[src/rtl/cpu_pkg.sv]
// Shared CPU definitions: data width, canonical NOP and the fetch-queue entry.
package cpu_pkg;

    localparam int unsigned XLEN = 32;

    // addi x0, x0, 0
    localparam logic [XLEN-1:0] NOP_INSTR = 32'h0000_0013;

    typedef struct packed {
        logic [XLEN-1:0] pc;
        logic [XLEN-1:0] instr;
    } fetch_entry_t;

    // Clears the byte-offset bits of an address.
    function automatic logic [XLEN-1:0] word_align(input logic [XLEN-1:0] addr);
        return addr & ~(XLEN'(3));
    endfunction

endpackage

[src/rtl/fetch_queue.sv]
// Small synchronous FIFO of fetched {pc, instr} entries. Flush dominates push/pop;
// push and pop may coincide at any occupancy, including full.
module fetch_queue
    import cpu_pkg::*;
#(
    parameter int unsigned DEPTH = 2
) (
    input  logic                     clk,
    input  logic                     reset,
    input  logic                     push,
    input  fetch_entry_t             push_entry,
    input  logic                     pop,
    input  logic                     flush,
    output logic                     full,
    output logic                     empty,
    output logic [$clog2(DEPTH):0]   count,
    output fetch_entry_t             head
);

    localparam int unsigned PW = $clog2(DEPTH);
    localparam logic [PW:0] FULL_COUNT = (PW+1)'(DEPTH);

    fetch_entry_t    mem_q [DEPTH];
    fetch_entry_t    mem_d [DEPTH];
    logic [PW-1:0]   wr_ptr_q, wr_ptr_d;
    logic [PW-1:0]   rd_ptr_q, rd_ptr_d;
    logic [PW:0]     count_q, count_d;
    logic            do_push, do_pop;

    assign empty = (count_q == '0);
    assign full  = (count_q == FULL_COUNT);
    assign count = count_q;
    assign head  = mem_q[rd_ptr_q];

    // Next-state for storage, pointers and occupancy.
    always_comb begin
        mem_d    = mem_q;
        wr_ptr_d = wr_ptr_q;
        rd_ptr_d = rd_ptr_q;
        count_d  = count_q;
        do_pop   = pop && !empty;
        // When full, the slot being written is the one being popped this cycle.
        do_push  = push && (!full || do_pop);
        if (flush) begin
            wr_ptr_d = '0;
            rd_ptr_d = '0;
            count_d  = '0;
        end else begin
            if (do_push) begin
                mem_d[wr_ptr_q] = push_entry;
                wr_ptr_d        = wr_ptr_q + PW'(1);
            end
            if (do_pop) begin
                rd_ptr_d = rd_ptr_q + PW'(1);
            end
            case ({do_push, do_pop})
                2'b10:   count_d = count_q + (PW+1)'(1);
                2'b01:   count_d = count_q - (PW+1)'(1);
                default: count_d = count_q;
            endcase
        end
    end

    // Entry storage; contents are don't-care while not counted as occupied.
    always_ff @(posedge clk) begin
        mem_q <= mem_d;
    end

    // Pointer and occupancy registers with synchronous reset.
    always_ff @(posedge clk) begin
        if (reset) begin
            wr_ptr_q <= '0;
            rd_ptr_q <= '0;
            count_q  <= '0;
        end else begin
            wr_ptr_q <= wr_ptr_d;
            rd_ptr_q <= rd_ptr_d;
            count_q  <= count_d;
        end
    end

endmodule

[src/rtl/fetch_stage.sv]
// Instruction-fetch stage: owns the fetch PC, issues credit-limited reads on the
// shared memory port, queues returned words and presents one instruction per cycle.
// ALU-stage redirects flush the queue and drop any returning response.
module fetch_stage
    import cpu_pkg::*;
#(
    parameter logic [31:0] RESET_PC = 32'h0000_0000,
    parameter int unsigned DEPTH    = 2
) (
    input  logic        clk,
    input  logic        reset,
    output logic        imem_req,
    output logic [31:0] imem_addr,
    input  logic        imem_gnt,
    input  logic        imem_rvalid,
    input  logic [31:0] imem_rdata,
    input  logic        redirect,
    input  logic [31:0] redirect_pc,
    input  logic        stall,
    output logic        instr_valid,
    output logic [31:0] instr,
    output logic [31:0] pc,
    output logic [31:0] pc_plus_4
);

    localparam int unsigned PW = $clog2(DEPTH);

    logic [31:0]     fpc_q, fpc_d;
    logic            inflight_q, inflight_d;
    logic [31:0]     inflight_pc_q, inflight_pc_d;

    logic            grant;
    logic            q_push, q_pop, q_full, q_empty;
    logic [PW:0]     q_count;
    logic [PW+1:0]   credit_used;
    fetch_entry_t    q_head, push_entry;

    // A pop this cycle frees its slot for credit only from the next cycle, since
    // credit is computed from registered occupancy.
    assign credit_used = {1'b0, q_count} + (PW+2)'(inflight_q);
    assign imem_req    = !reset && !redirect && !q_full && (credit_used < (PW+2)'(DEPTH));
    assign imem_addr   = word_align(fpc_q);
    assign grant       = imem_req && imem_gnt;

    // A response is only accepted against a recorded grant and never in a redirect cycle.
    assign q_push           = imem_rvalid && inflight_q && !redirect && !reset;
    assign push_entry.pc    = inflight_pc_q;
    assign push_entry.instr = imem_rdata;
    assign q_pop            = instr_valid && !stall;

    fetch_queue #(
        .DEPTH (DEPTH)
    ) u_queue (
        .clk        (clk),
        .reset      (reset),
        .push       (q_push),
        .push_entry (push_entry),
        .pop        (q_pop),
        .flush      (redirect),
        .full       (q_full),
        .empty      (q_empty),
        .count      (q_count),
        .head       (q_head)
    );

    assign instr_valid = !q_empty;
    assign instr       = q_empty ? NOP_INSTR : q_head.instr;
    assign pc          = q_empty ? '0 : q_head.pc;
    assign pc_plus_4   = q_empty ? '0 : q_head.pc + 32'd4;

    // Fetch PC advance, redirect retarget and in-flight tracking.
    always_comb begin
        fpc_d         = fpc_q;
        inflight_d    = grant;
        inflight_pc_d = inflight_pc_q;
        if (redirect) begin
            fpc_d      = word_align(redirect_pc);
            inflight_d = 1'b0;
        end else if (grant) begin
            fpc_d         = fpc_q + 32'd4;
            inflight_pc_d = fpc_q;
        end
    end

    // Fetch-side state registers with synchronous reset.
    always_ff @(posedge clk) begin
        if (reset) begin
            fpc_q         <= RESET_PC;
            inflight_q    <= 1'b0;
            inflight_pc_q <= '0;
        end else begin
            fpc_q         <= fpc_d;
            inflight_q    <= inflight_d;
            inflight_pc_q <= inflight_pc_d;
        end
    end

endmodule
[config.mk]
export PLATFORM = sky130hd
export DESIGN_NAME = fetch_stage
export DESIGN_NICKNAME = d
export VERILOG_FILES = /design/src/rtl/cpu_pkg.sv /design/src/rtl/fetch_queue.sv /design/src/rtl/fetch_stage.sv
export SDC_FILE = /design/constraint.sdc
export NUM_CORES = 1
export LEC_CHECK = 0
export CAP_MARGIN = 20
export CORE_MARGIN = 4
export CORE_UTILIZATION = 40
export DETAILED_ROUTE_END_ITERATION = 10
export PLACE_DENSITY = 0.72
export SYNTH_ARGS = -nofsm -noshare
export SYNTH_HDL_FRONTEND = slang
export SYNTH_HIERARCHICAL = 1
export SYNTH_SLANG_ARGS = --single-unit
[constraint.sdc]
create_clock -name clk -period 19.8 [get_ports clk]
set_input_delay 3.96 -clock clk [delete_from_list [all_inputs] [get_ports clk]]
set_output_delay 3.96 -clock clk [all_outputs]
set_load 0.01 [all_outputs]
* Yosys cells after proc, flatten, opt, wreduce, memory -nomap -nowiden
Cells that the tools add are included.
** Storage, ports and cells
- Bits in registers :: 197
- Input port bits :: 70
- Output and inout port bits :: 130
** Operators by class
- $add $sub $neg :: 7
- $lt $le $gt $ge :: 4
- Equality and inequality tests :: 3
- Mux-type cells :: 12
- Bitwise logic cells :: 3
- Reductions and logical operators :: 23
** Operators with widths (number)
- 64-bit 2-to-1 mux :: 4
- 32-bit 2-to-1 mux :: 5
- 128-bit bitwise mux :: 1
- 32-bit by 3-bit adder with 32-bit output (second input constant) :: 2
- 64-bit demux with 1-bit select :: 1
- 1-bit logical AND :: 11
- 1-bit zero test :: 5
- 2-bit == test (second input constant) :: 2
- 2-bit greater-or-equal comparator (second input constant) :: 2
- 1-bit inverter with 2-bit output :: 2
- 2-bit case mux with 2 select lines :: 1
- 2-bit AND reduction :: 2
- 2-bit nonzero test :: 2
- 2-bit by 1-bit adder with 3-bit output :: 1
- 3-bit by 2-bit less-than comparator with 1-bit output (second input constant) :: 1
- 1-bit adder (second input constant) :: 2
- 2-bit by 1-bit adder with 2-bit output (second input constant) :: 1
- 2-bit by 1-bit == test with 1-bit output (second input constant) :: 1
- 2-bit zero test :: 1
- 2-bit by 1-bit less-than comparator with 1-bit output (second input constant) :: 1
- 2-bit OR reduction :: 1
- 2-bit by 1-bit subtractor with 2-bit output (second input constant) :: 1
- 1-bit logical OR :: 1
- 1-bit inverter :: 1

* Logic depth before layout (Yosys ltp)
- Depth after elaboration :: 8
- Mapped depth :: 9

* By module
Netlist, hierarchy kept.
** By module, submodules not included
- fetch_queue :: times used 1, cells an instance 226, area each 4847.1 um^2, seq. area each 3923.8 um^2
- fetch_stage :: times used 1, cells an instance 548, area each 3932.5 um^2, seq. area each 1221.2 um^2

* Worst setup path after synthesis
OpenSTA, ideal clock, no wires.
- Path kind :: input -> register
- Start point :: input redirect
- End point :: register u_queue/mem_q[0] in the netlist's numbering, enable pin
- Library setup time :: 0.579 ns
- Data arrival time :: 9.768 ns
- Data required time :: 19.221 ns
- Slack :: 9.453 ns
- Stages :: 6
- Cell sequence :: buf_6 > clkbuf_1 > clkbuf_1 > nor3_1 > o31ai_2 > nor3b_1
** Between the ends
- Cells in the longest elaborated chain, start to end :: 5
** RTL lines
- start: declaration :: RTL line fetch_stage.sv:17 : input logic redirect,
- 1-bit zero test :: RTL line fetch_stage.sv:46 : assign q_push = imem_rvalid && inflight_q && !redirect && !reset;
- 1-bit logical AND (2 in series) :: RTL line fetch_stage.sv:46
- net q_push :: RTL line fetch_stage.sv:33 : logic q_push, q_pop, q_full, q_empty;
- 1-bit logical AND :: RTL line fetch_queue.sv:43 : do_push = push && (!full || do_pop);
- 2-bit AND reduction (no line)
- end signal: assignment :: RTL line fetch_queue.sv:66 : mem_q <= mem_d;
- end: declaration :: RTL line fetch_queue.sv:23 : fetch_entry_t mem_q [DEPTH];
The timed path passes the listed nets, and every way through them passes these cells.
A chain may end at the register's enable or synchronous reset.

* Worst setup path after layout
- Start point :: input redirect
- End point :: output imem_req
** Between the ends
- Cells in the longest elaborated chain, start to end :: 4
** RTL lines
- 1-bit zero test :: RTL line fetch_stage.sv:41 : assign imem_req = !reset && !redirect && !q_full && (credit_used < (PW+2)'(DEPTH));
- 1-bit logical AND (3 in series) :: RTL line fetch_stage.sv:41
- end: declaration :: RTL line fetch_stage.sv:12 : output logic imem_req,
No other way between the ends.

==> impl_metrics.csv <==
group,metric,value,unit
final_layout,fraction_of_final_layout_cells_sized_beyond_drive_strength_1,0.0974,
power_and_ir_drop,combinationalPowerShare,0.053,
detailed_routing,route.antenna.remaining_nets,0,
sta,timing.final.crit_period,9.97,ns
logic_synthesis,synth.cell_area,8780,um^2
detailed_routing,route.detailed.drc,0,
sta,pins_over_slew_limit,0,
floorplan,core_region_area,21300,um^2
place,place_hpwl,13800,um
sta,slew_headroom,0.367,
global_route,antenna_found_initial,0,
final_layout,finish.instance_area,11500,um^2
power_and_ir_drop,power.switching_fraction,0.224,
power_and_ir_drop,clock_power_share,0.409,
global_route,grt_first_pass_wirelength,32800,um
clock_tree,clockRootBuffer,"clkbuf_16",
clock_tree,clk-insertion-delay-late,0.42,ns
power_and_ir_drop,internal_power,634,uW
sta,timing.final.crit_share,0.504,
logic_synthesis,syn-instance-count,774,
logic_synthesis,synthDistinctLibCells,57,
detailed_routing,drt_pass1_iterations,4,
clock_tree,numCtsBuffers,17,
sta,fin_skew,0.00991,ns
worst_setup_path,critical_path_arrival,6.01,ns
final_layout,fillers,1888,
place,place.port_buffers,195,
logic_synthesis,synthArstFlopShare,0,
clock_tree,h-tree-depth,4,
power_and_ir_drop,static_leakage,3.69,nW
logic_synthesis,ys_ff_latch,193,
detailed_routing,detail_route.wl_per_cell,16.7,um
floorplan,die_area,24400,um^2
clock_tree,cts.repair.resized,0,
final_layout,layout_common_cells,"clkdlybuf4s50_1 (194), edfxtp_1 (128), nand2_1 (98), dfxtp_1 (64), nor2b_1 (59)",
global_route,grt.met1_usage,0.245,
worst_setup_path,critical-path-slowest-cell,"clkdlybuf4s50_1",
final_layout,layout_commonest_cell,"clkdlybuf4s50_1",
final_layout,diodes,0,
worst_setup_path,cp-start-kind,"input pin",
power_and_ir_drop,cellPowerDensity,71.0,nW/um^2
global_route,groute.layer.met2.usage,0.253,
clock_tree,cts_hold_buf,0,
run,max_cap_violations,0,
clock_tree,path_clk_slew,0.07,ns
worst_setup_path,crit_path_max_incr_delay,0.60,ns
worst_setup_path,critical_path_peak_fanout,42,
power_and_ir_drop,seq_power_share,0.538,
power_and_ir_drop,vdd_drop_max,56.9,uV
floorplan,floorplan.die.height,156,um
global_route,global_routing_usage_summed_across_all_routing_layers,0.169,
logic_synthesis,yosysSeqAreaShare,0.586,
logic_synthesis,ys.warnings.count,6,
floorplan,count_of_boundary_i_o_pins,200,
sta,setup_tns,0,ns
final_layout,design.final.nets,1024,
place,post_dp_cell_area,10900,um^2
outcome,status,"completed",
place,routabilityCongestion,0.771,
logic_synthesis,ys.flop_type,"edfxtp_1",
floorplan,start_util,0.412,
global_route,first_global_vias,6127,
clock_tree,cts_post_setup_buffers_inserted,0,
detailed_routing,routed-via-count,6415,
hold_path,timing.hold.worst.class,"register to register",
sta,report.final.setup_viol,0,
detailed_routing,drt-initial-drc-count,389,
worst_setup_path,crit_top_cell,"clkdlybuf4s50_1",
clock_tree,tritoncts,"built",
global_route,overall_overflow_remaining_after_global_route,0,
final_layout,area_growth_syn_to_layout,31.1,%
global_route,top_usage_layer,"met2",
sta,final.hold.worst_slack,0.456,ns
floorplan,placementRows,53,
sta,final_hold_viol_count,0,
logic_synthesis,syn_avg_cell_area,11.3,um^2
final_layout,finalCoreUtilization,0.541,
worst_setup_path,worstSetupEndpointType,"output pin",
sta,timing.fmax,100,MHz
power_and_ir_drop,power.switching,183,uW
worst_setup_path,worst-setup-path-type,"input pin to output pin",
sta,worst_slew_pin_slew,0.950,ns
sta,setup_repair_after_global_routing_missed_its_margin,"no",
detailed_routing,via_per_inst,5.17,
logic_synthesis,synth_enable_flop_cells,128,
worst_setup_path,worstPathRequired,15.84,ns
clock_tree,clk_path_buf_depth,2,
global_route,grt.met3_usage,0.0388,
clock_tree,clock_sink_count,193,
detailed_routing,wl,20700,um
worst_setup_path,path_cells,"clkdlybuf4s50_1 > buf_4 > nor4_4 > a21boi_0 > clkdlybuf4s50_1",
floorplan,die_width,156,um
global_route,largest_net_degree_at_the_start_of_global_routing,97,
[state kept, by name, indices dropped and copies added (netlist names)]
name and count:
fpc_q 30, inflight_pc_q 30, inflight_q 1, u_queue/count 2, u_queue/mem_q 128, u_queue/rd_ptr_q 1
u_queue/wr_ptr_q 1
[stage by stage]
stage               setup slack, ns  cells  total power, mW
floorplan                      9.45    779            0.464
global placement               9.77   1208            0.491
detailed placement             9.83   1208            0.492
CTS                            9.81   1240            0.827
global route                   9.70   1240            0.849
finish                         9.83   1240            0.817
[power by group through the flow]
stage | Clock (mW) | Combinational, mW | Sequential [mW]
floorplan | 0 | 0.0164 | 0.448
global placement | 0 | 0.0430 | 0.448
detailed placement | 0 | 0.0436 | 0.448
CTS | 0.344 | 0.0439 | 0.439
global route | 0.361 | 0.0475 | 0.440
finish | 0.334 | 0.0436 | 0.439
[kinds of logic (layout without fill, tap and decap cells)]
| kind of cell | count (synthesis) | after routing | share of synthesized area |
|---|---|---|---|
| buffers and inverters | 60 | 246 | 0.0318 |
| xor gates and xnor gates | 35 | 35 | 0.0349 |
| DFF | 193 | 193 | 0.586 |
| AOI/OAI and AO/OA | 105 | 105 | 0.0741 |
| adders and majority gates | 2 | 2 | 0.00285 |
| muxes | 67 | 67 | 0.0858 |
| and+or+nand+nor | 311 | 311 | 0.184 |
| other | 1 | 6 | 0.000427 |
[worst max-delay path: cells and delay by family]
kind	cells	cell delay [ns]
AND/OR/NAND/NOR	1	0.49
AO/OA/AOI/OAI	1	0.28
buffers and inverters	3	1.26
[cells in the mapped netlist (11+ instances only)]
master / count / area share
a21oi_1: 52 / 0.030
a31oi_1: 12 / 0.0086
and4_1: 11 / 0.011
clkbuf_1: 24 / 0.010
dfxtp_1: 65 / 0.15
edfxtp_1: 128 / 0.44
inv_1: 11 / 0.0047
mux2_1: 26 / 0.033
mux2_2: 40 / 0.051
nand2_1: 99 / 0.042
nand3_1: 23 / 0.013
nand4_1: 11 / 0.0078
nor2_1: 44 / 0.019
nor2b_1: 59 / 0.042
nor3_1: 17 / 0.0097
nor4_1: 13 / 0.0093
xnor2_1: 23 / 0.023
xor2_1: 12 / 0.012
[worst paths after layout]
path | startpoint | end | slack (ns) | cells after the start
worst max-delay path | redirect | imem_req | 9.83 | 5
worst min-delay path | inflight_pc_q[13] | u_queue/mem_q[45] | 0.46 | 0
worst max register to register | u_queue/count[1] | u_queue/mem_q[13] | 16.97 | 6
worst min register to register | inflight_pc_q[13] | u_queue/mem_q[45] | 0.46 | 0
[area by class of cell]
| type | count | area (um^2) | share of cell area |
|---|---|---|---|
| repair buffers | 202 | 2000 | 0.174 |
| clock buffers | 17 | 425 | 0.0370 |
| inverters | 12 | 45.0 | 0.00391 |
| well taps | 275 | 344 | 0.0299 |
| multi-input cells | 526 | 3390 | 0.295 |
| clock inverters | 15 | 154 | 0.0134 |
| flip-flops and latches | 193 | 5150 | 0.447 |
[metal layers]
| metal | vias to the layer above | share of wire |
|---|---|---|
| li1 | 3155 | - |
| met1 | 3027 | 0.48 |
| met2 | 211 | 0.44 |
| met3 | 22 | 0.067 |
| met4 | 0 | 0.015 |
| met5 | - | 0 |
No activity file was read; power rests on OpenSTA's default activity.
